## config.mk

```make
export PLATFORM = sky130hd
export DESIGN_NAME = bus_snoop
export DESIGN_NICKNAME = d
export VERILOG_FILES = /design/src/rtl/bus_snoop.sv
export SDC_FILE = /design/constraint.sdc
export NUM_CORES = 1
export LEC_CHECK = 0
export ABC_AREA = 1
export CORE_MARGIN = 10
export CORE_UTILIZATION = 55
export DETAILED_ROUTE_END_ITERATION = 6
export GPL_ROUTABILITY_DRIVEN = 0
export PLACE_DENSITY = 0.87
export SETUP_SLACK_MARGIN = 0.5
export SYNTH_ARGS = -nofsm -noshare
export SYNTH_HDL_FRONTEND = slang
export SYNTH_SLANG_ARGS = --single-unit
export TNS_END_PERCENT = 5
```

## constraint.sdc

```tcl
create_clock -name clock -period 4.8 [get_ports clock]
set_input_delay 0.96 -clock clock [delete_from_list [all_inputs] [get_ports clock]]
set_output_delay 0.96 -clock clock [all_outputs]
set_load 0.01 [all_outputs]
```

## src/rtl/bus_snoop.sv

```systemverilog
// bus_snoop: receive side of the inter-cache coherence bus.
// Captures one message per sender handshake and drops reads, invalid frames
// and the local cache's own traffic. Writes from other caches are queued as
// invalidations in a small circular FIFO. The local set array drains that
// FIFO over a valid/ready interface.
module bus_snoop #(
    parameter int         ADDR_WIDTH = 8,
    parameter logic [1:0] ID         = 2'd2,
    parameter int         DEPTH      = 4
) (
    input  logic                  clock,
    input  logic                  reset_n,
    input  logic [ADDR_WIDTH+4:0] bus_rx,
    input  logic                  bus_rx_valid,
    output logic                  bus_rx_ack,
    output logic                  inv_valid,
    output logic [ADDR_WIDTH-1:0] inv_addr,
    input  logic                  inv_ready,
    output logic [7:0]            drop_count,
    output logic                  overflow
);

    localparam int PTR_W = $clog2(DEPTH);
    localparam int CNT_W = PTR_W + 1;

    typedef enum logic [1:0] {
        ST_IDLE,
        ST_ACK,
        ST_WAIT_LOW
    } state_e;

    // Message fields. The top bit is reserved and deliberately ignored.
    logic [1:0]            rx_id;
    logic                  rx_vbit;
    logic                  rx_write;
    logic [ADDR_WIDTH-1:0] rx_addr;
    logic                  unused_reserved;

    assign rx_id           = bus_rx[1:0];
    assign rx_vbit         = bus_rx[2];
    assign rx_write        = bus_rx[3];
    assign rx_addr         = bus_rx[ADDR_WIDTH+3:4];
    assign unused_reserved = bus_rx[ADDR_WIDTH+4];

    state_e                state_q, state_d;
    logic                  ack_q, ack_d;
    logic [7:0]            drop_count_q, drop_count_d;
    logic                  overflow_q, overflow_d;
    logic [PTR_W-1:0]      head_q, head_d;
    logic [PTR_W-1:0]      tail_q, tail_d;
    logic [CNT_W-1:0]      count_q, count_d;
    logic [ADDR_WIDTH-1:0] mem_q [DEPTH];

    logic                  push;
    logic                  pop;
    logic                  drop_inc;
    logic                  fifo_full;
    logic                  drop_msg;
    logic                  coalesce;
    logic [PTR_W-1:0]      last_ptr;

    assign fifo_full = (count_q == CNT_W'(DEPTH));
    assign inv_valid = (count_q != '0);
    assign pop       = inv_valid && inv_ready;
    assign last_ptr  = tail_q - PTR_W'(1);
    assign drop_msg  = !rx_vbit || !rx_write || (rx_id == ID);
    // A repeat of the newest queued address adds nothing, so it is folded in.
    assign coalesce  = inv_valid && (mem_q[last_ptr] == rx_addr);

    // Gating keeps the head output at zero while the unreset storage is empty.
    assign inv_addr   = inv_valid ? mem_q[head_q] : '0;
    assign bus_rx_ack = ack_q;
    assign drop_count = drop_count_q;
    assign overflow   = overflow_q;

    // Receive FSM: classify in IDLE, ack for one cycle, then wait for valid to drop.
    always_comb begin
        // NOTE: every output of this block gets a default first, so no path can leave one unassigned and infer a latch.
        state_d    = state_q;
        push       = 1'b0;
        drop_inc   = 1'b0;
        overflow_d = overflow_q;
        unique case (state_q)
            ST_IDLE: begin
                if (bus_rx_valid) begin
                    if (drop_msg) begin
                        drop_inc = 1'b1;
                        state_d  = ST_ACK;
                    end else if (coalesce) begin
                        state_d = ST_ACK;
                    end else if (!fifo_full) begin
                        push    = 1'b1;
                        state_d = ST_ACK;
                    end else begin
                        // Backpressure: no ack. A same-cycle pop frees no space until the next cycle.
                        overflow_d = 1'b1;
                    end
                end
            end
            ST_ACK:      state_d = ST_WAIT_LOW;
            ST_WAIT_LOW: if (!bus_rx_valid) state_d = ST_IDLE;
            default:     state_d = ST_IDLE;
        endcase
    end

    // Ack, saturating drop counter and FIFO pointer/count updates.
    always_comb begin
        ack_d        = (state_d == ST_ACK);
        drop_count_d = (drop_inc && (drop_count_q != 8'hFF)) ? drop_count_q + 8'd1 : drop_count_q;
        head_d       = pop  ? head_q + PTR_W'(1) : head_q;
        tail_d       = push ? tail_q + PTR_W'(1) : tail_q;
        count_d      = count_q;
        unique case ({push, pop})
            2'b10:   count_d = count_q + CNT_W'(1);
            2'b01:   count_d = count_q - CNT_W'(1);
            default: count_d = count_q;
        endcase
    end

    // Control state register; reset clears any queued work and any ack in flight.
    always_ff @(posedge clock or negedge reset_n) begin
        if (!reset_n) begin
            state_q      <= ST_IDLE;
            ack_q        <= 1'b0;
            drop_count_q <= '0;
            overflow_q   <= 1'b0;
            head_q       <= '0;
            tail_q       <= '0;
            count_q      <= '0;
        end else begin
            // NOTE: non-blocking assignments so every flop samples pre-edge values regardless of statement order.
            state_q      <= state_d;
            ack_q        <= ack_d;
            drop_count_q <= drop_count_d;
            overflow_q   <= overflow_d;
            head_q       <= head_d;
            tail_q       <= tail_d;
            count_q      <= count_d;
        end
    end

    // FIFO storage write port.
    always_ff @(posedge clock) begin
        // NOTE: storage is not reset; count_q alone decides which entries are meaningful.
        if (push) mem_q[tail_q] <= rx_addr;
    end

endmodule

```

# After elaboration in Yosys (flattened, before gate mapping)
# Memory sizes are Yosys's and may differ from the RTL's.
# Cells that the tools add are included.
[totals] reg_bits=19 ram_bits=32 inputBits=17 n_memories=1
[classes] n_addsub=6 eq_ne=9 muxes=18 n_bitwise=2 reduce_logical=11
[memory_table] memory="mem_q" depth=4 word_bits=8 rd=2 rd_ports_with_merged_regs=0 wr=1 line="52" source="logic [ADDR_WIDTH-1:0] mem_q [DEPTH];"
[ops] cell="1-bit two-way mux" count=10
[ops] cell="2-bit two-way mux" count=5
[ops] cell="8-bit by 1-bit adder with 8-bit output (second input constant)" count=1
[ops] cell="8-bit equality test" count=1
[ops] cell="8-bit two-way mux" count=1
[ops] cell="8-bit inequality test (second input constant)" count=1
[ops] cell="2-bit by 1-bit equality test with 1-bit output (second input constant)" count=3
[ops] cell="2-bit equality test (second input constant)" count=3
[ops] cell="2-bit one-hot mux with 3 select lines" count=1
[ops] cell="3-bit one-hot mux with 2 select lines" count=1
[ops] cell="5-bit AND reduction" count=1
[ops] cell="2-bit by 1-bit adder with 2-bit output (second input constant)" count=2
[ops] cell="3-bit by 1-bit adder with 3-bit output (second input constant)" count=1
[ops] cell="3-bit equality test (second input constant)" count=1
[ops] cell="1-bit logical AND" count=3
[ops] cell="3-bit nonzero test" count=1
[ops] cell="3-bit by 1-bit subtractor with 3-bit output (second input constant)" count=1
[ops] cell="1-bit logical NOT" count=2
[ops] cell="2-bit logical NOT" count=1
[ops] cell="1-bit logical OR" count=2
[ops] cell="1-bit inverter" count=2
[ops] cell="2-bit nonzero test" count=1
[ops] cell="2-bit by 1-bit subtractor with 2-bit output (second input constant)" count=1

# Depth between registers and ports, before layout
# An unclocked memory read counts as a cell.
[depth] depth_word=10 ltp_mapped=21 mapped_depth_nobuf=18

# Worst setup path after synthesis
# OpenSTA, ideal clock, no wires.
[synth_path] path_kind="reg-to-reg" from="register tail_q[0]" to="register count_q[2]" arrival_time_ps=2819 required_time_ps=4669 slack_ps=1850 stages_incl_launch_ff=21 n_path_buf=3 cell_sequence="dfrtp_1 > buf_6 > inv_6 > buf_8 > ha_1 > buf_4 > inv_2 > nand3_1 > nand2_1 > nand2_1 > nand2_1 > nand2_1 > nor2_2 > nand3_2 > nand2_4 > ha_1 > inv_1 > fa_1 > a21oi_1 > o21ai_0 > xor2_1"
[synth_between] elab_chain_len=10 word_cells_on_any_way=12
[synth_rtl] element="start, declared" line="50" source="logic [PTR_W-1:0] tail_q, tail_d;"
[synth_rtl] element="start signal, assigned" line="137" source="tail_q <= tail_d;"
[synth_rtl] element="2-bit by 1-bit subtractor with 2-bit output *" line="65" source="assign last_ptr = tail_q - PTR_W'(1);"
[synth_rtl] element="net last_ptr[0]" line="60" source="logic [PTR_W-1:0] last_ptr;"
[synth_rtl] element="memory 4 x 8 bit *"
[synth_rtl] element="8-bit equality test *" line="68" source="assign coalesce = inv_valid && (mem_q[last_ptr] == rx_addr);"
[synth_rtl] element="1-bit logical AND *" line="68"
[synth_rtl] element="1-bit two-way mux *" line="89" source="end else if (coalesce) begin"
[synth_rtl] element="1-bit two-way mux *" line="86" source="if (drop_msg) begin"
[synth_rtl] element="1-bit two-way mux *" line="85" source="if (bus_rx_valid) begin"
[synth_rtl] element="1-bit two-way mux *" line="83" source="unique case (state_q)"
[synth_rtl] element="2-bit by 1-bit equality test with 1-bit output / 2-bit equality test (equally long branches)" line="113" source="unique case ({push, pop})"
[synth_rtl] element="3-bit one-hot mux with 2 select lines / 2-bit nonzero test (equally long branches)"
[synth_rtl] element="end signal, assigned" line="138" source="count_q <= count_d;"
[synth_rtl] element="end, declared" line="51" source="logic [CNT_W-1:0] count_q, count_d;"
# Mark *: on every way through the listed nets, which the timed path passes. The rest lies on a longest branch.
# A chain may end at the register's enable or synchronous reset.

# Final worst setup path
[layout_path] from="register head_q[0]" to="output inv_addr[7]"
[layout_between] elab_chain_len=2
[layout_rtl] element="start, declared" line="49" source="logic [PTR_W-1:0] head_q, head_d;"
[layout_rtl] element="start signal, assigned" line="127" source="head_q <= '0;"
[layout_rtl] element="start signal, assigned" line="136" source="head_q <= head_d;"
[layout_rtl] element="memory 4 x 8 bit"
[layout_rtl] element="8-bit two-way mux" line="71" source="assign inv_addr = inv_valid ? mem_q[head_q] : '0;"
[layout_rtl] element="end, declared" line="17" source="output logic [ADDR_WIDTH-1:0] inv_addr,"
# Every way passes these cells.

==> impl_metrics.toml <==
[timing]
final-max-slew-violation-count = 0
worst_pin_slew_ns = 0.8444
skew_ns = 0.009114
rsz0062_at_grt = "false"
fin_crit_ns = 3.356
hold_violations = 0
worst_hold_slack_ns = 0.4788
fin_crit_sh_pct = 69.93
slew_headroom_pct = 43.50
finalSetupViolations = 0
fin_tns_setup_ns = 0
fmax_mhz = 297.9

[clock_network]
cts_buffers = 5
cts_sinks = 51
cts_max_level = 2
cts_buffer_depth = 2
cts-resized-gates = 0
clk_root_buffer_cell = "clkbuf_8"
clkTransAtPathRegs_ns = 0.09
post_cts_buffers = 0
tritoncts = "done"
ctsHoldBuffers = 0
clk_latency_ns = 0.30

[critical_path]
critPathKind = "register to output port"
rr_startpoint = "tail_q[0]$_DFFE_PN0P_"
reg2reg_to = "count_q[2]$_DFFE_PN0P_"
startpoint = "head_q[0]$_DFFE_PN0P_"
critPathMaxStageDelay_ns = 0.77
critPathArrivalTime_ns = 2.40
r2r_slack_ns = 1.48
critical_path_buf_inv_count = 2
cp.depth = 4
critical_path.top_delay_family = "buffers and inverters"
crit_path_top_delay_cell = "dfrtp_1"
endpoint_kind = "output port"
path_cells = "inv_1 -> o21ai_0 -> a21oi_1 -> clkdlybuf4s50_1"
crit_path_end = "inv_addr[7]"
crit_required_ns = 3.84
cp-start-kind = "register"
r2r_cells = 16
crit_fanout = 18

[routing]
vias = 2127
drtPass1Iterations = 5
ant_nets = 0
remaining_drc_errors = 0
drt_wl_total_mm = 5.998
drtIter0Drc = 215
wl_per_cell_um = 15.11
via_per_inst = 5.358

[synth]
synth.yosys.seq_area_share_pct = 53.10
synth-edff-count = 32
synth_ff_type = "edfxtp_1"
syn_area_um2 = 2705
syn_nets = 319
synth_async_sr_flop_share_pct = 37.25
avgSynthCellArea_um2 = 9.170
ys_ff_latch = 51
synthCells = 295
synth.distinct_cells = 31
yosysWarnings = 0

[pwr]
vdd_drop_max_mv = 0.3169
power_density_nw_per_um2 = 589.3
switching_power_uw = 792.7
pwr-share-comb_pct = 50.4
p_leak_nw = 1.337
p_clk_share_pct = 15.5
netSwitchingFraction_pct = 42.25
p_int_mw = 1.084
seq_power_share_pct = 34.1

[finish]
nFillCells = 373
final_common_cell = "nand2_1"
diodes = 0
area_growth_pct = 17.71
layout.nets = 353
layout-drive-gt1-share_pct = 9.697
final_cell_mix = "nand2_1 (62), nor2_1 (45), clkdlybuf4s50_1 (34)"

[run_status]
outcome = "completed"

[placed_design]
dp_hpwl_mm = 4.196
port_buffers = 34

[global_routing]
antenna_found_initial = 0
grt_pass1_vias = 2073
gr-total-overflow = 0
grt_use_total_pct = 15.12
grt_first_pass_wirelength_mm = 10.22
grt_max_degree = 20

[floorplanning]
core_area_um2 = 4755
die_x_um = 90.13
rows = 25
die_h_um = 90.13
pin_count = 36
dieArea_um2 = 8123
start_util_pct = 56.89

[worst_hold_path]
hold_path_class = "register to register"

[job]
drv_cap = 0
-- power groups by stage --
stage                     clock network [mW]  registers, mW  logic [mW]
final                                  0.290          0.640       0.946
after global routing                   0.318          0.650        1.06
after CTS                              0.290          0.639       0.955
after detailed placement                   0          0.648       0.942
after global placement                     0          0.645       0.907
after floorplan                            0          0.611       0.644
-- routing by layer --
| layer | track usage (%) | wire length [µm] | vias to the layer above |
|---|---|---|---|
| li1 | - | - | 1032 |
| met1 | 18.28 | 2475 | 996 |
| met2 | 26.15 | 3013 | 83 |
| met3 | 2.743 | 390 | 16 |
| met4 | 5.570 | 118 | 0 |
| met5 | 0 | 0 | - |
-- worst min-delay path by stage --
stage	startpoint	endpoint	slack [ns]	cells past startpoint
detailed placement	state_q[1]$_DFF_PN0_	state_q[1]$_DFF_PN0_	0.46	1
finish	state_q[1]$_DFF_PN0_	state_q[1]$_DFF_PN0_	0.48	1
floorplan	state_q[1]$_DFF_PN0_	state_q[1]$_DFF_PN0_	0.44	1
global placement	state_q[1]$_DFF_PN0_	state_q[1]$_DFF_PN0_	0.46	1
global route	state_q[1]$_DFF_PN0_	state_q[1]$_DFF_PN0_	0.49	1
CTS	state_q[1]$_DFF_PN0_	state_q[1]$_DFF_PN0_	0.47	1
-- cells in the mapped netlist (4+ instances only) --
cell type,instances,area [µm²]
xor2_1,7,61.31
clkbuf_1,4,15.01
ha_1,6,75.07
nand3_1,23,115.1
a21oi_1,12,60.06
inv_1,27,101.4
nand3_2,8,80.08
dfrtp_1,19,475.5
nand2_1,62,232.7
o21ai_0,18,90.09
nor2_1,45,168.9
edfxtp_1,32,960.9
nand2_2,7,43.79
-- final cells by class --
cell class | instances | area, µm² | area share, %
inverters | 29 | 113.9 | 3.576
multi-input cells | 207 | 1095 | 34.38
repair buffers | 35 | 347.8 | 10.92
flip-flops and latches | 51 | 1436 | 45.11
clock inverters | 3 | 38.79 | 1.218
well taps | 67 | 83.83 | 2.633
clock buffers | 5 | 68.82 | 2.161
-- sequential cells by signal, indices dropped and copies added, names as in the netlist --
register	cells
mem_q	32
drop_count	8
count_q	3
head_q	2
state_q	2
tail_q	2
bus_rx_ack	1
overflow	1
-- per-stage QoR --
step	area, µm²	instances	util (%)	power (mW)	worst slack [ns]
6_report	3184	397	66.97	1.876	1.444
5_1_grt	3184	397	66.97	2.027	1.215
4_1_cts	3184	397	66.97	1.884	1.436
3_5_place_dp	3077	389	64.71	1.590	1.412
3_3_place_gp	3077	389	64.71	1.552	1.439
2_1_floorplan	2705	295	-	1.255	1.850
-- logic make-up (layout without fill, tap and decap cells) --
kind of cell | after synthesis | in the layout | share of synthesized area, %
xor+xnor | 10 | 10 | 3.238
mux | 2 | 2 | 0.8325
buf+inv | 37 | 72 | 6.429
compound gates | 33 | 33 | 6.568
fa+ha+maj | 7 | 7 | 3.515
flops | 51 | 51 | 53.10
simple gates | 155 | 155 | 26.32
No activity file was read; power rests on OpenSTA's default activity.
==> RTL change 1, RTL diff (same flow settings) <==
Register the output `drop_count` once more; this adds one clock of latency there. The other outputs are not delayed to match.
--- a/src/rtl/bus_snoop.sv
+++ b/src/rtl/bus_snoop.sv
@@ -70,7 +70,9 @@
     // Gating keeps the head output at zero while the unreset storage is empty.
     assign inv_addr   = inv_valid ? mem_q[head_q] : '0;
     assign bus_rx_ack = ack_q;
-    assign drop_count = drop_count_q;
+    always_ff @(posedge clock) begin
+        drop_count <= drop_count_q;
+    end
     assign overflow   = overflow_q;
 
     // Receive FSM: classify in IDLE, ack for one cycle, then wait for valid to drop.
Function: changed (a bounded check fails within 4 cycles, from zero or initial values and one cycle with reset_n low).
==> RTL change 1 against the original RTL <==
- first-iteration DRC count fell by 24%
- wire length increased by 1.1%
- sequential power increased by 15%
- synthesized cell count is 2.7% higher
- sequential cell count increased by 8
- synthesized area grew 5.9%
- via count grew 2.9%
- combinational power fell by 2%
- critical path depth unchanged
- final area increased by 7.2%
- power grew 9.4%
- setup slack worse by 35 ps
==> RTL change 1: results (changes against the original RTL) <==
- Drt pass-1 iters: 4 (was 5)
- Vias in the first global route: 2,180 (was 2,073)
- Outcome: finished, final reports clean (unchanged)
- Leakage: 1.44 nW (was 1.34 nW)
- GR Util All Layers: 0.148 (was 0.151)
- Place WS: 1410 ps (about the same)
- Max reg flops: 32 (unchanged)
- Fill cells: 376 (was 373)
- Synth cell types: 32 (was 31)
- Sequential share of the synthesized area: 0.557 (was 0.531)
- Final Hold Vio Count: 0 (unchanged)
- Top area cells in the synthesized netlist: edfxtp_1, dfrtp_1, nand2_1 (unchanged)
- Vias/cell: 5.26 (was 5.36)
- Initial antenna violation count: 0 (unchanged)
- Nets: 365 (was 353)
- Post-Route Setup TNS: 0 ps (unchanged)
- Synth async-reset ratio: 0.322 (was 0.373)
- Syn_nets: 327 (was 319)
- Clk Latency, worst-skew pair: 340 ps (was 300 ps)
- Slew HR: 0.421 (was 0.435)
- Yosys warns: 0 (unchanged)
- Commonest cells in the netlist: nand2_1, nor2_1, edfxtp_1, inv_1, nand3_1 (unchanged)
- Layout cell share with drive strength beyond 1: 0.110 (was 0.0970)
- Worst hold path type: register to register (unchanged)
- First-pass GRT wire length: 9.97 mm (was 10.2 mm)
- Num CTS Buffers: 9 (was 5)
- DP HPWL: 4.24 mm (was 4.20 mm)
- Number of max-cap violations: 0 (unchanged)
- Post-CTS setup buffers: 0 (unchanged)
- Clk slew on worst S/H paths: 60 ps (was 90 ps)
- CP Data Arrival Time: 2430 ps (was 2400 ps)
- Routed len/inst: 14.6 µm (was 15.1 µm)
- Worst Skew: 9.04 ps (was 9.11 ps)
- DR iter-0 viols: 164 (was 215)
- Antenna cells: 0 (unchanged)
- Post-synth EDFFs: 32 (unchanged)
- Top_reg_cell synth: edfxtp_1 (unchanged)
- Peak supply drop: 357 µV (was 317 µV)
- H-tree Lvls: 3 (was 2)
==> RTL change 1: changes by cell type after synthesis, sizes merged <==
cell	before	now
dfxtp	0	8
==> RTL change 1: final timing paths <==
path	from	endpoint	slack, ps	cells after the start
worst max-delay path	head_q[0]$_DFFE_PN0P_	inv_addr[6]	1410	4
worst min-delay path	drop_count_q[1]$_DFFE_PN0P_	drop_count[1]$_DFF_P_	440	0
worst max register to register	tail_q[0]$_DFFE_PN0P_	count_q[2]$_DFFE_PN0P_	1460	16
worst min register to register	drop_count_q[1]$_DFFE_PN0P_	drop_count[1]$_DFF_P_	440	0
max in group asynchronous	reset_n	drop_count_q[6]$_DFFE_PN0P_	3140	1
min in group asynchronous	reset_n	drop_count_q[0]$_DFFE_PN0P_	1120	1
==> RTL change 1: cells by family (layout without fill, tap and decap cells) <==
group                    Yosys count  count (layout)  share of synthesized area
AO/OA/AOI/OAI                     33              33                     0.0620
XOR/XNOR                          10              10                     0.0306
adder cells (fa/ha/maj)            7               7                     0.0332
buffers and inverters             37              80                     0.0607
flip-flops                        59              59                      0.557
multiplexers                       2               2                    0.00786
AND/OR/NAND/NOR                  155             155                      0.248
==> RTL change 1: through the flow <==
stage | instance area [µm²] | std cells | hold WS (ps)
3_5_place_dp | 3240 | 400 | 418
3_3_place_gp | 3240 | 400 | 408
4_1_cts | 3410 | 416 | 435
2_1_floorplan | 2870 | 303 | 387
5_1_grt | 3410 | 416 | 458
6_report | 3410 | 416 | 435
==> RTL change 1: final cells by class <==
class / instances / area, µm² / area share
sequential: 59 / 1600 / 0.468
clock inverter: 2 / 10.0 / 0.00293
tap: 70 / 87.6 / 0.0257
inverter: 29 / 114 / 0.0334
multi-input combinational: 207 / 1090 / 0.321
timing repair buffer: 35 / 348 / 0.102
clock buffer: 14 / 163 / 0.0477
==> RTL change 1: worst max-delay path, cell delays in order, from the launching register on <==
cell and delay (ps):
dfrtp_1 740, inv_1 420, o21ai_0 320, a21oi_1 100
clkdlybuf4s50_1 510
==> RTL change 1: where the power goes <==
group	switching, mW	internal (mW)	total, mW
clock network	0.174	0.214	0.388
logic	0.537	0.393	0.929
registers	0.106	0.630	0.736
==> RTL change 1: layer usage <==
layer	wire length (µm)	up-vias	GRT usage
li1	-	1073	-
met4	155	0	0.0848
met5	0	-	0
met1	2390	1027	0.159
met2	2990	72	0.247
met3	526	17	0.0530
==> RTL change 2, RTL diff (same flow settings) <==
Without the edit above. The parameter `DEPTH` goes from 4 to 8.
--- a/src/rtl/bus_snoop.sv
+++ b/src/rtl/bus_snoop.sv
@@ -6,7 +6,7 @@
 module bus_snoop #(
     parameter int         ADDR_WIDTH = 8,
     parameter logic [1:0] ID         = 2'd2,
-    parameter int         DEPTH      = 4
+    parameter int         DEPTH      = 8
 ) (
     input  logic                  clock,
     input  logic                  reset_n,
Function: same outputs for any inputs over 10 cycles, from zero or initial values and one cycle with reset_n low; that may be too few to reach the edited logic, so the function may still have changed.
==> RTL change 2 against the original RTL <==
- wire length rose by 84%
- power increased by 69%
- final area up 63%
- synthesized area grew 71%
- combinational power rose by 77%
- non-clock buffer count rose by 3
- sequential cell count rose by 35
- setup slack worse by 610 ps
- via count rose by 76%
==> RTL change 2: results (changes against the original RTL) <==
- Worst hold path type: register to register (unchanged)
- Nets: 560 (was 353)
- Comb. pwr: 1.67 mW (was 0.946 mW)
- Synth cell types: 39 (was 31)
- Pwr Total: 3.16 mW (was 1.88 mW)
- Worst Skew: 11.8 ps (was 9.11 ps)
- GR Util met2: 0.290 (was 0.262)
- GR Util met1: 0.203 (was 0.183)
- Clk Latency, worst-skew pair: 370 ps (was 300 ps)
- Metal1 wirelength: 4.31 mm (was 2.48 mm)
- Vias/cell: 5.80 (was 5.36)
- Syn_nets: 532 (was 319)
- Sequential power: 0.972 mW (was 0.640 mW)
- Worst stage delay on the critical path: 750 ps (was 770 ps)
- DP HPWL: 7.18 mm (was 4.20 mm)
- Largest net degree at the start of global routing: 44 (was 20)
- Post-Route WL: 11.0 mm (was 6.00 mm)
- Fill cells: 631 (was 373)
- DR iter-0 viols: 370 (was 215)
- Top area cells in the synthesized netlist: edfxtp_1, dfrtp_1, nand2_1 (unchanged)
- Leakage: 2.21 nW (was 1.34 nW)
- DP Cell Count: 630 (was 389)
- Layout cell share with drive strength beyond 1: 0.0702 (was 0.0970)
- Fin util: 0.635 (was 0.670)
- Switching share of power: 0.444 (was 0.422)
- Outcome: finished, final reports clean (unchanged)
- Commonest cells in the netlist: nand2_1, inv_1, edfxtp_1, o21ai_0, nand3_1 (was nand2_1, nor2_1, edfxtp_1, inv_1, nand3_1)
- Num CTS Buffers: 9 (was 5)
- Max reg flops: 64 (was 32)
- Post-synth EDFFs: 64 (was 32)
- Placed standard-cell area: 4990 µm² (was 3080 µm²)
- GR Util All Layers: 0.176 (was 0.151)
- Met3 WL post-DR: 1.10 mm (was 390 µm)
- GR Util met3: 0.0542 (was 0.0274)
- Vias in the first global route: 3,729 (was 2,073)
- Place WS: 1260 ps (was 1410 ps)
- Drt pass-1 iters: 5 (unchanged)
- First-pass GRT wire length: 17.8 mm (was 10.2 mm)
- Slowest CP cell: inv_1 (was dfrtp_1)
- Met2 routed wirelength: 5.27 mm (was 3.01 mm)
- Peak supply drop: 324 µV (was 317 µV)
- H-tree Lvls: 3 (was 2)
- Sequential share of the synthesized area: 0.535 (was 0.531)
- CP Max Fanout: 35 (was 18)
## RTL change 2: cell count changes after synthesis, moves of 9 or more
cell      change
nor2_1       -12
o211ai_1      +9
nand3_1      +18
o21ai_0      +25
inv_1        +40
a21oi_1      +17
nand2_1      +53
edfxtp_1     +32
## RTL change 2: logic make-up after synthesis
logic type / count (synthesis) / synth area share
and+or+nand+nor: 213 / 0.210
AOI/OAI and AO/OA: 94 / 0.112
buffers and inverters: 92 / 0.0869
DFF: 86 / 0.535
xor gates and xnor gates: 15 / 0.0341
adders and majority gates: 7 / 0.0190
muxes: 1 / 0.00244
## RTL change 2: final timing paths
path / slack (ps) / endpoint / depth (start not counted) / startpoint
max: 830 / inv_addr[1] / 7 / head_q[0]$_DFFE_PN0P_
min: 480 / overflow$_DFFE_PN0P_ / 2 / overflow$_DFFE_PN0P_
max reg2reg: 1280 / count_q[2]$_DFFE_PN0P_ / 18 / tail_q[0]$_DFFE_PN0P_
min reg2reg: 480 / overflow$_DFFE_PN0P_ / 2 / overflow$_DFFE_PN0P_
max in group asynchronous: 3060 / drop_count[3]$_DFFE_PN0P_ / 1 / reset_n
min in group asynchronous: 1130 / head_q[1]$_DFFE_PN0P_ / 1 / reset_n
## RTL change 2: worst reg2reg max path, stage by stage, from the launching register on
cell and delay [ps]:
dfrtp_1 410, inv_4 260, ha_1 310, inv_1 380
nand3_1 150, nand3_1 110, nand2_1 80, o21ai_0 180
nor2_2 80, nand3_4 150, nand3_4 120, ha_1 290
nand2_1 80, inv_1 50, nor2_1 120, ha_1 170
a21oi_1 50, or2_2 300, a21oi_1 150
## RTL change 2: cell type report
type,instances,share of cell area
clock inverter,6,0.0132
timing repair buffer,38,0.0713
inverter,71,0.0518
clock buffer,10,0.0265
multi-input combinational,330,0.336
tap,105,0.0253
sequential,86,0.476
